## src/rtl/sfx_pkg.sv

```systemverilog
// Shared constants for the SFX scheduler: silence code, FSM encoding,
// effect ids and the 4-note tone table of each effect.
package sfx_pkg;

  localparam logic [25:0] SILENCE = 26'd50000000;

  typedef enum logic {
    IDLE = 1'b0,
    PLAY = 1'b1
  } state_e;

  typedef enum logic [1:0] {
    SFX_HIT    = 2'd0,
    SFX_PICKUP = 2'd1,
    SFX_DOOR   = 2'd2,
    SFX_WARN   = 2'd3
  } sfx_id_e;

  // hit: falling arpeggio ending in a rest
  localparam logic [25:0] HIT_N0    = 26'd1047;
  localparam logic [25:0] HIT_N1    = 26'd784;
  localparam logic [25:0] HIT_N2    = 26'd523;
  localparam logic [25:0] HIT_N3    = SILENCE;
  // pickup: rising arpeggio
  localparam logic [25:0] PICKUP_N0 = 26'd523;
  localparam logic [25:0] PICKUP_N1 = 26'd659;
  localparam logic [25:0] PICKUP_N2 = 26'd784;
  localparam logic [25:0] PICKUP_N3 = 26'd1047;
  // door: low creak with a gap
  localparam logic [25:0] DOOR_N0   = 26'd262;
  localparam logic [25:0] DOOR_N1   = 26'd196;
  localparam logic [25:0] DOOR_N2   = SILENCE;
  localparam logic [25:0] DOOR_N3   = 26'd131;
  // warn: beep-rest-beep-rest
  localparam logic [25:0] WARN_N0   = 26'd880;
  localparam logic [25:0] WARN_N1   = SILENCE;
  localparam logic [25:0] WARN_N2   = 26'd880;
  localparam logic [25:0] WARN_N3   = SILENCE;

endpackage

```

## src/rtl/sfx_rom.sv

```systemverilog
// Combinational note table: (effect id, note index) -> 26-bit tone.
module sfx_rom
  import sfx_pkg::*;
(
  input  logic [1:0]  id_i,
  input  logic [1:0]  note_idx_i,
  output logic [25:0] tone_o
);

  // Flat 16-entry lookup; every combination is covered.
  always_comb begin
    tone_o = SILENCE;
    case (sfx_id_e'(id_i))
      SFX_HIT: begin
        case (note_idx_i)
          2'd0:    tone_o = HIT_N0;
          2'd1:    tone_o = HIT_N1;
          2'd2:    tone_o = HIT_N2;
          default: tone_o = HIT_N3;
        endcase
      end
      SFX_PICKUP: begin
        case (note_idx_i)
          2'd0:    tone_o = PICKUP_N0;
          2'd1:    tone_o = PICKUP_N1;
          2'd2:    tone_o = PICKUP_N2;
          default: tone_o = PICKUP_N3;
        endcase
      end
      SFX_DOOR: begin
        case (note_idx_i)
          2'd0:    tone_o = DOOR_N0;
          2'd1:    tone_o = DOOR_N1;
          2'd2:    tone_o = DOOR_N2;
          default: tone_o = DOOR_N3;
        endcase
      end
      default: begin
        case (note_idx_i)
          2'd0:    tone_o = WARN_N0;
          2'd1:    tone_o = WARN_N1;
          2'd2:    tone_o = WARN_N2;
          default: tone_o = WARN_N3;
        endcase
      end
    endcase
  end

endmodule

```

## src/rtl/sfx_scheduler.sv

```systemverilog
// Shares the stereo tone outputs between the BGM pair and one-shot sound
// effects. Requests are edge-latched, granted by fixed priority (index 0
// highest, which may preempt a lower-priority effect) and played as a
// 4-note sequence while the BGM is ducked.
module sfx_scheduler
  import sfx_pkg::*;
#(
  parameter int N_REQ    = 4,
  parameter int TICK_DIV = 2500000,
  parameter int NOTE_LEN = 4
) (
  input  logic              clk,
  input  logic              rst,
  input  logic              mute,
  input  logic [N_REQ-1:0]  req,
  input  logic [25:0]       bgm_l,
  input  logic [25:0]       bgm_r,
  output logic [25:0]       freqL,
  output logic [25:0]       freqR,
  output logic              busy,
  output logic [1:0]        cur_id,
  output logic              sfx_done
);

  localparam int TW = (TICK_DIV > 1) ? $clog2(TICK_DIV) : 1;
  localparam int NW = (NOTE_LEN > 1) ? $clog2(NOTE_LEN) : 1;
  localparam logic [TW-1:0] TICK_LAST = TW'(TICK_DIV - 1);
  localparam logic [NW-1:0] NOTE_LAST = NW'(NOTE_LEN - 1);

  logic [N_REQ-1:0] req_d_q;
  logic [N_REQ-1:0] req_rise;
  logic [N_REQ-1:0] pend_q, pend_d, pend_clr;
  logic [TW-1:0]    tick_cnt_q;
  logic             tick;
  state_e           state_q, state_d;
  logic [1:0]       cur_id_q, cur_id_d;
  logic [1:0]       note_idx_q, note_idx_d;
  logic [NW-1:0]    note_ticks_q, note_ticks_d;
  logic             done_d, sfx_done_q;
  logic [25:0]      freq_l_q, freq_r_q;
  logic [25:0]      rom_tone;
  logic             grant_vld, take_grant;
  logic [1:0]       grant_idx;

  // A rising request level is one request; a new set beats a grant clear.
  for (genvar gi = 0; gi < N_REQ; gi++) begin : g_pend
    assign req_rise[gi] = req[gi] & ~req_d_q[gi];
    assign pend_d[gi]   = (pend_q[gi] & ~pend_clr[gi]) | req_rise[gi];
  end

  assign tick = (tick_cnt_q == TICK_LAST);

  // Fixed-priority encoder: lowest pending index wins.
  always_comb begin
    grant_vld = 1'b0;
    grant_idx = 2'd0;
    for (int i = N_REQ - 1; i >= 0; i--) begin
      if (pend_q[i]) begin
        grant_vld = 1'b1;
        grant_idx = 2'(i);
      end
    end
  end

  // Grant when idle, or preempt when a strictly higher priority is pending.
  assign take_grant = grant_vld &&
                      ((state_q == IDLE) || (grant_idx < cur_id_q));

  // Next-state logic: grant/preempt first, otherwise advance on ticks.
  always_comb begin
    state_d      = state_q;
    cur_id_d     = cur_id_q;
    note_idx_d   = note_idx_q;
    note_ticks_d = note_ticks_q;
    pend_clr     = '0;
    done_d       = 1'b0;
    if (take_grant) begin
      state_d      = PLAY;
      cur_id_d     = grant_idx;
      note_idx_d   = 2'd0;
      note_ticks_d = '0;
      pend_clr     = N_REQ'(1) << grant_idx;
    end else if ((state_q == PLAY) && tick) begin
      if (note_ticks_q == NOTE_LAST) begin
        note_ticks_d = '0;
        note_idx_d   = note_idx_q + 2'd1;
        if (note_idx_q == 2'd3) begin
          done_d  = 1'b1;
          state_d = IDLE;
        end
      end else begin
        note_ticks_d = note_ticks_q + NW'(1);
      end
    end
  end

  sfx_rom u_rom (
    .id_i       (cur_id_q),
    .note_idx_i (note_idx_q),
    .tone_o     (rom_tone)
  );

  // Request edge capture, pending set and free-running tick divider.
  always_ff @(posedge clk or negedge rst) begin
    if (!rst) begin
      req_d_q    <= '0;
      pend_q     <= '0;
      tick_cnt_q <= '0;
    end else begin
      req_d_q    <= req;
      pend_q     <= pend_d;
      tick_cnt_q <= tick ? '0 : tick_cnt_q + TW'(1);
    end
  end

  // FSM state and sequencing registers.
  always_ff @(posedge clk or negedge rst) begin
    if (!rst) begin
      state_q      <= IDLE;
      cur_id_q     <= 2'd0;
      note_idx_q   <= 2'd0;
      note_ticks_q <= '0;
      sfx_done_q   <= 1'b0;
    end else begin
      state_q      <= state_d;
      cur_id_q     <= cur_id_d;
      note_idx_q   <= note_idx_d;
      note_ticks_q <= note_ticks_d;
      sfx_done_q   <= done_d;
    end
  end

  // Registered tone mux: mute overrides, an active effect ducks the BGM.
  always_ff @(posedge clk or negedge rst) begin
    if (!rst) begin
      freq_l_q <= SILENCE;
      freq_r_q <= SILENCE;
    end else if (mute) begin
      freq_l_q <= SILENCE;
      freq_r_q <= SILENCE;
    end else if (state_q == PLAY) begin
      freq_l_q <= rom_tone;
      freq_r_q <= rom_tone;
    end else begin
      freq_l_q <= bgm_l;
      freq_r_q <= bgm_r;
    end
  end

  assign freqL    = freq_l_q;
  assign freqR    = freq_r_q;
  assign busy     = (state_q == PLAY);
  assign cur_id   = cur_id_q;
  assign sfx_done = sfx_done_q;

endmodule
```

## config.mk

```make
export PLATFORM = sky130hd
export DESIGN_NAME = sfx_scheduler
export DESIGN_NICKNAME = d
export VERILOG_FILES = /design/src/rtl/sfx_pkg.sv /design/src/rtl/sfx_rom.sv /design/src/rtl/sfx_scheduler.sv
export SDC_FILE = /design/constraint.sdc
export NUM_CORES = 1
export LEC_CHECK = 0
export CAP_MARGIN = 10
export CELL_PAD_IN_SITES_DETAIL_PLACEMENT = 1
export CELL_PAD_IN_SITES_GLOBAL_PLACEMENT = 2
export CORE_ASPECT_RATIO = 0.5
export CORE_UTILIZATION = 31
export CTS_BUF_LIST = sky130_fd_sc_hd__clkbuf_16
export DETAILED_ROUTE_END_ITERATION = 8
export PLACE_DENSITY = 0.83
export SLEW_MARGIN = 20
export SYNTH_ARGS = -nofsm -noshare
export SYNTH_HDL_FRONTEND = slang
export SYNTH_SLANG_ARGS = --single-unit
```

## constraint.sdc

```tcl
create_clock -name clk -period 4 [get_ports clk]
set_input_delay 0.8 -clock clk [delete_from_list [all_inputs] [get_ports clk]]
set_output_delay 0.8 -clock clk [all_outputs]
set_load 0.01 [all_outputs]
```

# Yosys cells after proc, flatten, opt, wreduce, memory -nomap -nowiden
# Cells that the tools add are included.
# totals
regBits	90
latchBits	0
ramBits	0
romBits	0
inputBits	59
out_inout_bits	56
word_cells	87
mem_count	0
# op_classes
n_addsub	3
mul	0
div_mod_pow	0
magnitude_cmp	1
n_eq_ne	7
n_shift	1
muxes	33
n_bitwise	21
reduce_logical	11
# op_table
operator	n
$pmux 26 s3	3
$mux 26	5
$pmux 11 s3	1
$add 22x1->22 const B	1
$eq 22x22->1 const B	1
$mux 22	1
$mux 2	10
$mux 1	12
$not 1->1	9
$and 1x1->1	8
$eq 2x2->1 const B	4
$reduce_bool 2->1	3
$add 2x1->2 const B	2
$eq 2x1->1 const B	2
$logic_not 2->1	2
$mux 4	1
$or 1x1->1	4
$shl 1x2->4 const A	1
$reduce_and 3->1	1
$logic_and 1x1->1	2
$lt 2x2->1	1
$reduce_and 2->1	1
$reduce_or 2->1	1
$logic_or 1x1->1	1

# Depth between registers and ports, before layout
# logic_depth
ltp_word	11
mapped_depth	8
depth_no_buf	7

# By module
# Synthesis repeated with hierarchy kept, for this count alone.
# hier_totals
hier_cells	426
hier_area_um2	4176.5
# by_module_without_submodules
module	instances	cells_each	area_per_inst_um2	seq_area_each_um2
sfx_scheduler	1	367	3754.9	2282.2
sfx_rom	1	59	421.7	0.0

# Worst setup path after synthesis
# OpenSTA, ideal clock, no wires.
# synth_path
kind	register to register
from	register tick_cnt_q[0]
to	register note_ticks_q[0]
setup_time_ns	0.079
t_arrival_ns	1.913
required_time_ns	3.921
slack_ns	2.007
path_stages_with_launch	7
path_buffers	1
path_cell_list	dfrtp_1 ha_1 nand4_2 or4_1 clkbuf_2 or4_1 a21oi_1
# synth_between
elab_chain_len	3
# synth_lines
item	line_no	text
start: declaration	sfx_scheduler.sv:33	logic [TW-1:0] tick_cnt_q;
start signal: assignment	sfx_scheduler.sv:112	tick_cnt_q <= tick ? '0 : tick_cnt_q + TW'(1);
$eq 22x22->1	sfx_scheduler.sv:51	assign tick = (tick_cnt_q == TICK_LAST);
$logic_and 1x1->1	sfx_scheduler.sv:83	end else if ((state_q == PLAY) && tick) begin
$reduce_bool 2->1 (no source line)	-	
end signal: assignment	sfx_scheduler.sv:128	note_ticks_q <= note_ticks_d;
end: declaration	sfx_scheduler.sv:38	logic [NW-1:0] note_ticks_q, note_ticks_d;
# Every way passes these cells.
# A chain may end at the register's enable or synchronous reset.

# Final worst setup path
# layout_path
from	register state_q, in the netlist busy
to	output port busy
# layout_lines
item	line_no	text
start: declaration	sfx_scheduler.sv:35	state_e state_q, state_d;
start signal: assignment	sfx_scheduler.sv:125	state_q <= state_d;
end: declaration	sfx_scheduler.sv:20	output logic busy,
# No word-level cell between the ends.

==> summary.txt <==
Clock tree
  • Worst-skew pair later-pin latency: 0.34 ns
  • CTS clock-pin slew for the worst setup and hold paths: 0.06 ns
  • Root Buffer Master: clkbuf_16
  • Cells resized by post-CTS repair: 0
  • CTS tree: built
  • Clock sinks: 90
  • Clock Path Buffers: 2
  • Hold buffer count at CTS: 0
  • Post-CTS Setup Inserts: 0
  • H-tree levels: 3
  • Total CTS buffers: 9

Global route
  • Gr ovfl total: 0
  • Largest net degree at the start of global routing: 75
  • First-pass GRT wire length: around 16000 µm
  • Vias in the first global route: 3095
  • GRT Total Usage: ~16%
  • Initial antenna violation count: 0

STA
  • Max Slew Vio Count: 0
  • Worst Tran Pin Value: around 1.0 ns
  • Setup tns final: 0 ns
  • RSZ-0062 raised after global routing: false
  • Final period util: 72.0%
  • Clock Skews: ~0.0069 ns
  • F_max: between 0.3 and 0.4 GHz
  • Setup Viol. Count Final: 0
  • Headroom to the max-slew limit: roughly a third
  • Final Hold Fails: 0
  • Minimum clock period: a little under 3 ns

Drt
  • DRC violations left: 0
  • WL/cell: 14.8 µm
  • Routed vias: just over 3000
  • DR iter-0 viols: 165
  • Drt first pass iters: 4
  • Routed WL: between 9000 and 10000 µm
  • DRT antenna net count: 0
  • Drt via density: about 4.7

Yosys
  • Library cells used by synthesis: between 40 and 50
  • Number of flops mapped to enable cells by yosys: 0
  • Yosys Warn Count: 0
  • Post-Syn Instances: approximately 380
  • Synth area leaders: dfrtp_1 42%, dfstp_2 16%, o21ai_0 5.0%
  • Dominant synthesized flop cell: dfrtp_1
  • Async SR Flop Fraction: 100%
  • Synth area leader: dfrtp_1
  • Post-synth top cells: 66 x dfrtp_1, 44 x nor2_1, 39 x o21ai_0, 38 x inv_1, 24 x dfstp_2
  • Mapped Area: between 3000 and 4000 µm²
  • Post-synthesis register bit count: 90
  • Post-Syn Nets: about 440
  • Most numerous cell in the Yosys netlist: dfrtp_1
  • Yosys top cell area share: between 40% and 50%
  • Syn_area_per_cell: about 10 µm²
  • Sequential area share after synthesis: around three fifths

Floorplan
  • Die W: between 150 and 200 µm
  • Die Area: about 13000 µm²
  • Total core area: 12100 µm²
  • Initial core utilization: between 30% and 40%
  • Die H: 81.5 µm
  • Row cnt: 28
  • Ports: 115

Setup path
  • CP max stage delay: 1.05 ns
  • Crit-path slowest cell: dfrtp_2
  • Critical path peak fanout: 64
  • WP buf/inv: 1
  • Crit. End Element: output port
  • Worst Setup Start Kind: flip-flop
  • Worst path top cell family by delay: flip-flops
  • Crit path cell chain: clkdlybuf4s50_1
  • WP data arrival: 2.08 ns
  • WS Path Type: reg2out
  • Required time worst endpoint: 3.20 ns

Place
  • Placed Area: between 5000 and 6000 µm²
  • HPWL after DPL: approximately 7000 µm
  • Placer Congestion: around 0.76
  • # port buffers: 114

Worst hold path
  • Worst hold path class: reg2reg

Power
  • Pwr/cell area: 355 nW/µm²
  • Peak VDD IR: 0.217 mV
  • Static leakage: 2.39 nW

Finish
  • Diode count: 0
  • Fraction of layout cells with a size suffix above 1: a little under a tenth
  • Final nets: approximately 560
  • Area grow syn2layout: 41.4%
  • Final Cell Area: ~5500 µm²

Job
  • MaxCap Viol Count: 0

Outcome
  • Status: finished, final reports clean
-- state kept, by name, indices dropped and copies added, names as in the netlist --
| name | cells |
|---|---|
| cur_id | 2 |
| tick_cnt_q | 22 |
| pend_q | 4 |
| busy | 1 |
| freqL | 26 |
| sfx_done | 1 |
| note_idx_q | 2 |
| note_ticks_q | 2 |
| req_d_q | 4 |
| freqR | 26 |
-- routing by layer --
metal | part of all wire (%) | vias up | track usage [%] | wire length (µm)
met4 | 1.0 | 0 | 4.25 | 99
met2 | 49 | 51 | 27.4 | 4790
li1 | - | 1498 | - | -
met1 | 46 | 1521 | 20.3 | 4510
met5 | 0 | - | 0 | 0
met3 | 3.5 | 9 | 3.59 | 343
-- layout make-up --
type                       instances  area, µm²
clock inverter                     4       18.8
inverter                          38        143
timing repair buffer             116       1150
multi-input combinational        232       1440
tap                              165        206
fill                            1368       6510
clock buffer                      12        300
sequential                        90       2280
-- report_power, final --
group          internal [mW]  total, mW  switching [mW]
logic                 0.0874      0.144          0.0569
registers              0.939      0.944         0.00516
clock network          0.530      0.877           0.347
-- layout by cell type, fill, tap and decap left out, drive strengths merged, types with 2 or more instances in the layout --
| cell | netlist | final |
|---|---|---|
| a22o | 2 | 2 |
| nand2b | 2 | 2 |
| nor2b | 3 | 3 |
| o22ai | 5 | 5 |
| nor3b | 2 | 2 |
| dfrtp | 66 | 66 |
| nand4 | 13 | 13 |
| nor4 | 5 | 5 |
| ha | 10 | 10 |
| and4 | 2 | 2 |
| a21o | 2 | 2 |
| a21oi | 9 | 9 |
| clkdlybuf4s50 | 0 | 113 |
| nor2 | 44 | 44 |
| and2 | 10 | 10 |
| xor2 | 5 | 5 |
| or4 | 2 | 2 |
| and3 | 3 | 3 |
| inv | 38 | 41 |
| a31o | 2 | 2 |
| o21ai | 39 | 39 |
| a22oi | 4 | 4 |
| clkbuf | 14 | 12 |
| nand2 | 9 | 9 |
| buf | 1 | 3 |
| nor3 | 8 | 8 |
| o21a | 7 | 7 |
| mux2i | 7 | 7 |
| nand3 | 15 | 15 |
| dfstp | 24 | 24 |
| xnor2 | 12 | 12 |
-- worst paths after layout --
kind	from	end	slack [ns]	cells after the start
setup reg to reg	cur_id[1]	cur_id[0]	1.59	6
setup / recovery	busy	busy	1.12	1
hold / removal	req_d_q[1]	pend_q[1]	0.46	1
min in group asynchronous	rst	tick_cnt_q[14]	0.60	1
max in group asynchronous	rst	freqL[21]	2.52	2
hold reg to reg	req_d_q[1]	pend_q[1]	0.46	1
-- per-stage QoR --
step | util, % | hold WS (ns) | instances | setup slack, ns | power, mW
final | 46.0 | 0.458 | 657 | 1.12 | 1.97
after global routing | 46.0 | 0.474 | 657 | 0.976 | 2.05
after CTS | 46.0 | 0.468 | 657 | 1.09 | 2.00
after detailed placement | 43.3 | 0.443 | 641 | 1.46 | 1.11
after global placement | 43.3 | 0.415 | 641 | 1.46 | 1.11
after floorplan | - | 0.410 | 375 | 2.01 | 0.990
-- kinds of logic after synthesis --
family                   Yosys count  share of synthesized area [%]
AND/OR/NAND/NOR                  120                           15.6
AO/OA/AOI/OAI                     78                           12.3
buffers and inverters             53                           5.11
flip-flops                        90                           58.2
adder cells (fa/ha/maj)           10                           3.19
multiplexers                       7                           1.79
XOR/XNOR                          17                           3.80
Note: power is estimated with default switching activity, not from simulation.
